### config.mk
export PLATFORM = sky130hd
export DESIGN_NAME = ch_readout_collector
export DESIGN_NICKNAME = d
export VERILOG_FILES = /design/src/rtl/ch_readout_pkg.sv /design/src/rtl/ch_ser_byte_shifter.sv /design/src/rtl/ch_readout_collector.sv
export SDC_FILE = /design/constraint.sdc
export NUM_CORES = 1
export LEC_CHECK = 0
export CORE_ASPECT_RATIO = 1.4
export CORE_MARGIN = 2
export CORE_UTILIZATION = 40
export CTS_BUF_LIST = sky130_fd_sc_hd__clkbuf_4
export CTS_CLUSTER_DIAMETER = 100
export DETAILED_ROUTE_END_ITERATION = 8
export PLACE_DENSITY = 0.63
export SLEW_MARGIN = 20
export SYNTH_ARGS = -nofsm -noshare
export SYNTH_HDL_FRONTEND = slang
export SYNTH_SLANG_ARGS = --single-unit
### constraint.sdc
create_clock -name SPI_CLK -period 3.3 [get_ports SPI_CLK]
set_clock_uncertainty 0.05 [all_clocks]
set_input_delay 0.66 -clock SPI_CLK [delete_from_list [all_inputs] [get_ports SPI_CLK]]
set_output_delay 0.66 -clock SPI_CLK [all_outputs]
set_load 0.05 [all_outputs]
### src/rtl/ch_readout_pkg.sv
// rtl/ch_readout_pkg.sv - shared constants, field layout and FSM states for the channel readout link
package ch_readout_pkg;

  localparam int NUM_BYTES     = 7;
  localparam int INST_HI_CYC   = 2;
  localparam int SETTLE_CYCLES = 2;

  localparam int BYTE_W = 8;
  localparam int WORD_W = 56;

  // Readout word layout: {pad, trigger_cnt, CE, CD, CC, CB, CA}
  localparam int PAD_W    = 3;
  localparam int PAD_LSB  = 53;
  localparam int TRIG_W   = 3;
  localparam int TRIG_LSB = 50;
  localparam int CNT_W    = 10;
  localparam int CE_LSB   = 40;
  localparam int CD_LSB   = 30;
  localparam int CC_LSB   = 20;
  localparam int CB_LSB   = 10;
  localparam int CA_LSB   = 0;

  typedef enum logic [2:0] {
    IDLE,
    STROBE,
    SETTLE,
    SHIFT,
    FLUSH
  } state_t;

endpackage

### src/rtl/ch_ser_byte_shifter.sv
// rtl/ch_ser_byte_shifter.sv - MSB-first serial-to-byte shifter, byte completes on the phase-0 sample
module ch_ser_byte_shifter
  import ch_readout_pkg::*;
(
  input  logic              SPI_CLK,
  input  logic              RST,
  input  logic              shift_en,
  input  logic [2:0]        phase,
  input  logic              bit_in,
  output logic [BYTE_W-1:0] byte_data,
  output logic              byte_valid
);

  logic [BYTE_W-1:0] shift_reg;

  always_ff @(posedge SPI_CLK) begin
    if (RST) begin
      shift_reg <= '0;
    end else if (shift_en) begin
      shift_reg <= {shift_reg[BYTE_W-2:0], bit_in};
    end
  end

  // The eighth bit of a window arrives in phase 0 of the following window.
  assign byte_data  = {shift_reg[BYTE_W-2:0], bit_in};
  assign byte_valid = shift_en && (phase == 3'd0);

endmodule

### src/rtl/ch_readout_collector.sv
// rtl/ch_readout_collector.sv - per-channel counter readout collector; CH_COLLECT_PAD_CHECK_EN enables the pad-bit check
module ch_readout_collector
  import ch_readout_pkg::*;
#(
  parameter int NUM_BYTES_P     = NUM_BYTES,
  parameter int INST_HI_CYC_P   = INST_HI_CYC,
  parameter int SETTLE_CYCLES_P = SETTLE_CYCLES
) (
  input  logic             SPI_CLK,
  input  logic             RST,
  input  logic             START,
  output logic             BUSY,
  output logic             DONE,
  output logic             INST_READOUT,
  output logic [2:0]       SELECT_REG,
  input  logic             CNT_SER,
  output logic [TRIG_W-1:0] TRIGGER_CNT,
  output logic [CNT_W-1:0] CE,
  output logic [CNT_W-1:0] CD,
  output logic [CNT_W-1:0] CC,
  output logic [CNT_W-1:0] CB,
  output logic [CNT_W-1:0] CA,
  output logic             PAD_ERR
);

  localparam logic [3:0] HI_CNT     = 4'(INST_HI_CYC_P);
  localparam logic [3:0] SETTLE_CNT = 4'(SETTLE_CYCLES_P);
  localparam logic [2:0] LAST_SEL   = 3'(NUM_BYTES_P - 1);

  state_t            state, state_nxt;
  logic [2:0]        phase;
  logic [3:0]        cnt, cnt_nxt;
  logic [2:0]        sel_nxt;
  logic [2:0]        wr_idx;
  logic              shift_en;
  logic [BYTE_W-1:0] byte_data;
  logic              byte_valid;
  logic [WORD_W-1:0] word;
  logic [WORD_W-1:0] word_full;

  // cnt counts cycles spent in the current state, including the present one.
  always_comb begin
    state_nxt = state;
    cnt_nxt   = cnt;
    sel_nxt   = SELECT_REG;
    case (state)
      IDLE: begin
        sel_nxt = 3'd0;
        cnt_nxt = 4'd0;
        if (START) begin
          state_nxt = STROBE;
          cnt_nxt   = 4'd1;
        end
      end
      STROBE: begin
        if (cnt >= HI_CNT) begin
          state_nxt = SETTLE;
          cnt_nxt   = 4'd1;
        end else begin
          cnt_nxt = cnt + 4'd1;
        end
      end
      SETTLE: begin
        if (cnt >= SETTLE_CNT && phase == 3'd7) begin
          state_nxt = SHIFT;
          sel_nxt   = 3'd0;
        end else if (cnt != 4'hF) begin
          cnt_nxt = cnt + 4'd1;
        end
      end
      SHIFT: begin
        if (phase == 3'd7) begin
          if (SELECT_REG == LAST_SEL) begin
            state_nxt = FLUSH;
            sel_nxt   = 3'd0;
          end else begin
            sel_nxt = SELECT_REG + 3'd1;
          end
        end
      end
      FLUSH: begin
        state_nxt = IDLE;
      end
      default: begin
        state_nxt = IDLE;
      end
    endcase
  end

  // Phase 0 of the first window still carries stale data from before the snapshot.
  assign shift_en  = (state == SHIFT && (phase != 3'd0 || SELECT_REG != 3'd0)) || (state == FLUSH);
  assign wr_idx    = (state == FLUSH) ? LAST_SEL : SELECT_REG - 3'd1;
  assign word_full = {word[WORD_W-1:BYTE_W], byte_data};

  ch_ser_byte_shifter u_shifter (
    .SPI_CLK    (SPI_CLK),
    .RST        (RST),
    .shift_en   (shift_en),
    .phase      (phase),
    .bit_in     (CNT_SER),
    .byte_data  (byte_data),
    .byte_valid (byte_valid)
  );

  always_ff @(posedge SPI_CLK) begin
    if (RST) begin
      state        <= IDLE;
      cnt          <= 4'd0;
      phase        <= 3'd0;
      SELECT_REG   <= 3'd0;
      INST_READOUT <= 1'b0;
      BUSY         <= 1'b0;
      DONE         <= 1'b0;
      word         <= '0;
      TRIGGER_CNT  <= '0;
      CE           <= '0;
      CD           <= '0;
      CC           <= '0;
      CB           <= '0;
      CA           <= '0;
    end else begin
      state        <= state_nxt;
      cnt          <= cnt_nxt;
      phase        <= phase + 3'd1;
      SELECT_REG   <= sel_nxt;
      INST_READOUT <= (state_nxt == STROBE);
      BUSY         <= (state_nxt != IDLE);
      DONE         <= (state == FLUSH);
      if (byte_valid) begin
        for (int i = 0; i < NUM_BYTES_P; i++) begin
          if (wr_idx == 3'(i)) begin
            word[WORD_W-1-BYTE_W*i -: BYTE_W] <= byte_data;
          end
        end
      end
      if (state == FLUSH) begin
        TRIGGER_CNT <= word_full[TRIG_LSB +: TRIG_W];
        CE          <= word_full[CE_LSB +: CNT_W];
        CD          <= word_full[CD_LSB +: CNT_W];
        CC          <= word_full[CC_LSB +: CNT_W];
        CB          <= word_full[CB_LSB +: CNT_W];
        CA          <= word_full[CA_LSB +: CNT_W];
      end
    end
  end

`ifdef CH_COLLECT_PAD_CHECK_EN
  always_ff @(posedge SPI_CLK) begin
    if (RST) begin
      PAD_ERR <= 1'b0;
    end else if (state == FLUSH) begin
      PAD_ERR <= |word_full[PAD_LSB +: PAD_W];
    end
  end
`else
  logic unused_pad;
  assign unused_pad = ^word_full[PAD_LSB +: PAD_W];
  assign PAD_ERR    = 1'b0;
`endif

endmodule

==> impl_metrics.yaml <==
status:
  outcome: "finished, final reports clean"
drt:
  drt.antenna.violating_nets: 0
  first_pass_iters: 6
  vias_per_cell: 5.030
  routed-via-count: 3712
  routed_wire_length_um: 10520
  routedWlPerCell_um: 14.26
  remaining_drc_errors: 0
  detail_route.iter0.violations: 186
clocking:
  worst_setup_hold_path_clk_slew_ns: 0.10
  tritoncts_num_sinks: 121
  insertion_delay_ns: 0.52
  postCtsSetupBuffers: 0
  ctsHoldBuffers: 0
  clock_tree.buffer_depth: 2
  cts_max_level: 4
  tritoncts: "built"
  cts.repair.resized: 0
  clock_root_buffer: "sky130_fd_sc_hd__clkbuf_4"
  cts_buffers: 17
yosys:
  yosysTopAreaCell: "sky130_fd_sc_hd__dfxtp_1"
  synthSimpleGateAreaFrac_pct: 24.02
  compound_gate_portion_of_the_synthesized_area_pct: 8.382
  synth_enable_flop_cells: 0
  ys_top_cells_by_area: "sky130_fd_sc_hd__dfxtp_1, sky130_fd_sc_hd__mux2i_1, sky130_fd_sc_hd__nand2_1, sky130_fd_sc_hd__nand2b_1, sky130_fd_sc_hd__a21oi_1"
  netlist_area_um2: 4896
  yosys.area_share.xor_xnor_pct: 0.1789
  synthDominantCellAreaShare_pct: 49.48
  dominant_combinational_cell_family_by_area_after_synthesis: "simple AND/OR/NAND/NOR gates"
  synth_async_sr_flop_share_pct: 0
  sequential_share_of_the_synthesized_area_pct: 49.48
  yosys-mux-area-fraction_pct: 11.50
  synthesis.area_per_instance_um2: 9.290
  synth_ff_type: "sky130_fd_sc_hd__dfxtp_1"
  synthesized_netlist_cell_count: 527
  ys_types: 49
  synth-seq-cells: 121
  yosys_warnings: 0
  post_synth_fa_ha_maj_area_fraction_pct: 2.556
  synth.net_count: 541
placed_design:
  buffer_ports.inserted: 62
  dp.cells: 705
  placement.cell_area_um2: 5593
  dp_hpwl_um: 7002
  globalplace.congestion: 0.8399
worst_hold_path:
  holdCritPathClass: "register to register"
  worstHoldEndpoint: "phase[0]$_SDFF_PP0_"
  hold_path_startpoint: "phase[0]$_SDFF_PP0_"
  whs_path_depth: 1
critical_path:
  timing.setup.critical_path_class: "register to primary output"
  setup.worst_path.end_class: "primary output"
  minimum_setup_slack_among_reg_to_reg_paths_ns: 0.78
  worst_setup_path_start_kind: "register"
  timing.critical_path.arrival_ns: 2.01
  worst_path_dominant_cell_family: "buffers and inverters"
  worstPathRequired_ns: 2.59
  critPathMaxFanout: 9
  crit_buf_inv: 1
  critical-path-max-stage-delay_ns: 0.93
  reg2regPathDepth: 6
  path_cells: "clkdlybuf4s50_1"
  worst_path_max_delay_cell: "sky130_fd_sc_hd__clkdlybuf4s50_1"
  rr_endpoint: "word[11]$_SDFFE_PP0P_"
  critical_path.reg2reg.startpoint: "SELECT_REG[0]$_SDFFE_PP0P_"
die:
  start_util_pct: 41.22
  floorplan.rows: 47
  io_pins: 64
  core_area_um2: 11880
  chipHeight_um: 134.9
  floorplan.die_area_um2: 13150
  die_w_um: 97.50
global_routing:
  groute.usage.overall_pct: 16.43
  grt_start_max_net_pins: 71
  grt.overflow.total: 0
  global_route_wire_length_before_repair_um: 17330
  first_global_vias: 3540
  antenna_found_initial: 1
sta:
  final_min_period_over_clock_period_pct: 82.56
  max_slew.worst_pin.slew_ns: 0.7422
  report.final.slew_viol_count: 0
  finalSetupViolations: 0
  timing.fmax_mhz: 367.0
  finalSetupTns_ns: 0
  post-route-min-period_ns: 2.724
  slew-limit-headroom_pct: 50.40
  hold_viol_final: 0
  rsz0062_at_grt: "false"
  worst_hold_slack_ns: 0.4069
finish:
  registers.top_by_ff_count: "word"
  area_growth_from_synthesis_to_final_layout_pct: 19.96
  finish.instance_area_um2: 5873
  final_cell_mix: "sky130_fd_sc_hd__dfxtp_1, sky130_fd_sc_hd__nand2_1, sky130_fd_sc_hd__clkdlybuf4s50_1, sky130_fd_sc_hd__a21oi_1"
  leading_cell_type_in_the_layout_fill_and_taps_excluded: "sky130_fd_sc_hd__dfxtp_1"
  largest_reg_flops: 45
  num-nets-final: 591
  finish.cell_count_without_fillers: 738
  final_layout_size_suffix_gt1_share_pct: 8.814
  fillers: 1151
  post_route_core_utilization_pct: 49.44
power:
  worst_ir_drop_vdd_v: 0.0002221
  total_leakage_power_nw: 2.203
  power_per_cell_area_nw_per_um2: 444.3
flow_run:
  max-cap-violations: 0
-- stage by stage --
| stage | setup WS [ns] | power (W) |
|---|---|---|
| 2_1_floorplan | 0.6855 | 0.001590 |
| 4_1_cts | 0.5117 | 0.002638 |
| 5_1_grt | 0.4903 | 0.002708 |
| 6_report | 0.5756 | 0.002609 |
| 3_3_place_gp | 0.9473 | 0.001613 |
| 3_5_place_dp | 0.7967 | 0.001614 |
-- area by class of cell --
cell class	count	area, µm²	area share (%)
diodes	1	2.502	0.04261
clock buffers	20	150.1	2.556
clock inverters	12	127.6	2.173
inverters	9	33.78	0.5752
multi-input cells	362	2292	39.03
flip-flops and latches	121	2422	41.24
well taps	147	183.9	3.132
repair buffers	66	660.6	11.25
-- kinds of logic after synthesis --
family	after synthesis
other	1
muxes	56
DFF	121
buffers and inverters	44
xor gates and xnor gates	1
AOI/OAI and AO/OA	70
adders and majority gates	10
and+or+nand+nor	224
-- synth_stat cells (3+ instances only) --
library cell	number
sky130_fd_sc_hd__dfxtp_1	121
sky130_fd_sc_hd__nand2_1	111
sky130_fd_sc_hd__a21oi_1	56
sky130_fd_sc_hd__mux2i_1	54
sky130_fd_sc_hd__nand2b_1	54
sky130_fd_sc_hd__clkbuf_1	23
sky130_fd_sc_hd__nor2_1	18
sky130_fd_sc_hd__ha_1	10
sky130_fd_sc_hd__inv_1	9
sky130_fd_sc_hd__nor2b_1	7
sky130_fd_sc_hd__buf_2	5
sky130_fd_sc_hd__nand3_1	5
sky130_fd_sc_hd__buf_4	4
sky130_fd_sc_hd__buf_1	3
sky130_fd_sc_hd__nand4_4	3
sky130_fd_sc_hd__nor3_1	3
-- power breakdown --
group,switching (W),total (W),internal (W)
Combinational,0.0000578,0.0000991,0.0000413
Clock,0.000559,0.00103,0.000470
Sequential,0.0000120,0.00148,0.00147
-- worst max path at each step --
stage / from / slack, ns / end / cells past startpoint
floorplan: SELECT_REG[0]$_SDFFE_PP0P_ / 0.69 / word[10]$_SDFFE_PP0P_ / 8
global placement: SELECT_REG[0]$_SDFFE_PP0P_ / 0.95 / word[12]$_SDFFE_PP0P_ / 6
detailed placement: SELECT_REG[0]$_SDFFE_PP0P_ / 0.80 / word[11]$_SDFFE_PP0P_ / 6
CTS: SELECT_REG[0]$_SDFFE_PP0P_ / 0.51 / SELECT_REG[0] / 1
global route: SELECT_REG[0]$_SDFFE_PP0P_ / 0.49 / SELECT_REG[0] / 1
finish: SELECT_REG[0]$_SDFFE_PP0P_ / 0.58 / SELECT_REG[0] / 1
-- metal layers --
layer | track usage [%] | vias up | wire length [µm]
met5 | 0 | - | 0
met4 | 6.559 | 0 | 190
met3 | 4.296 | 19 | 392
met2 | 27.74 | 70 | 5161
met1 | 20.01 | 1765 | 4780
li1 | - | 1858 | -
Power figures use the tool's default switching activity.
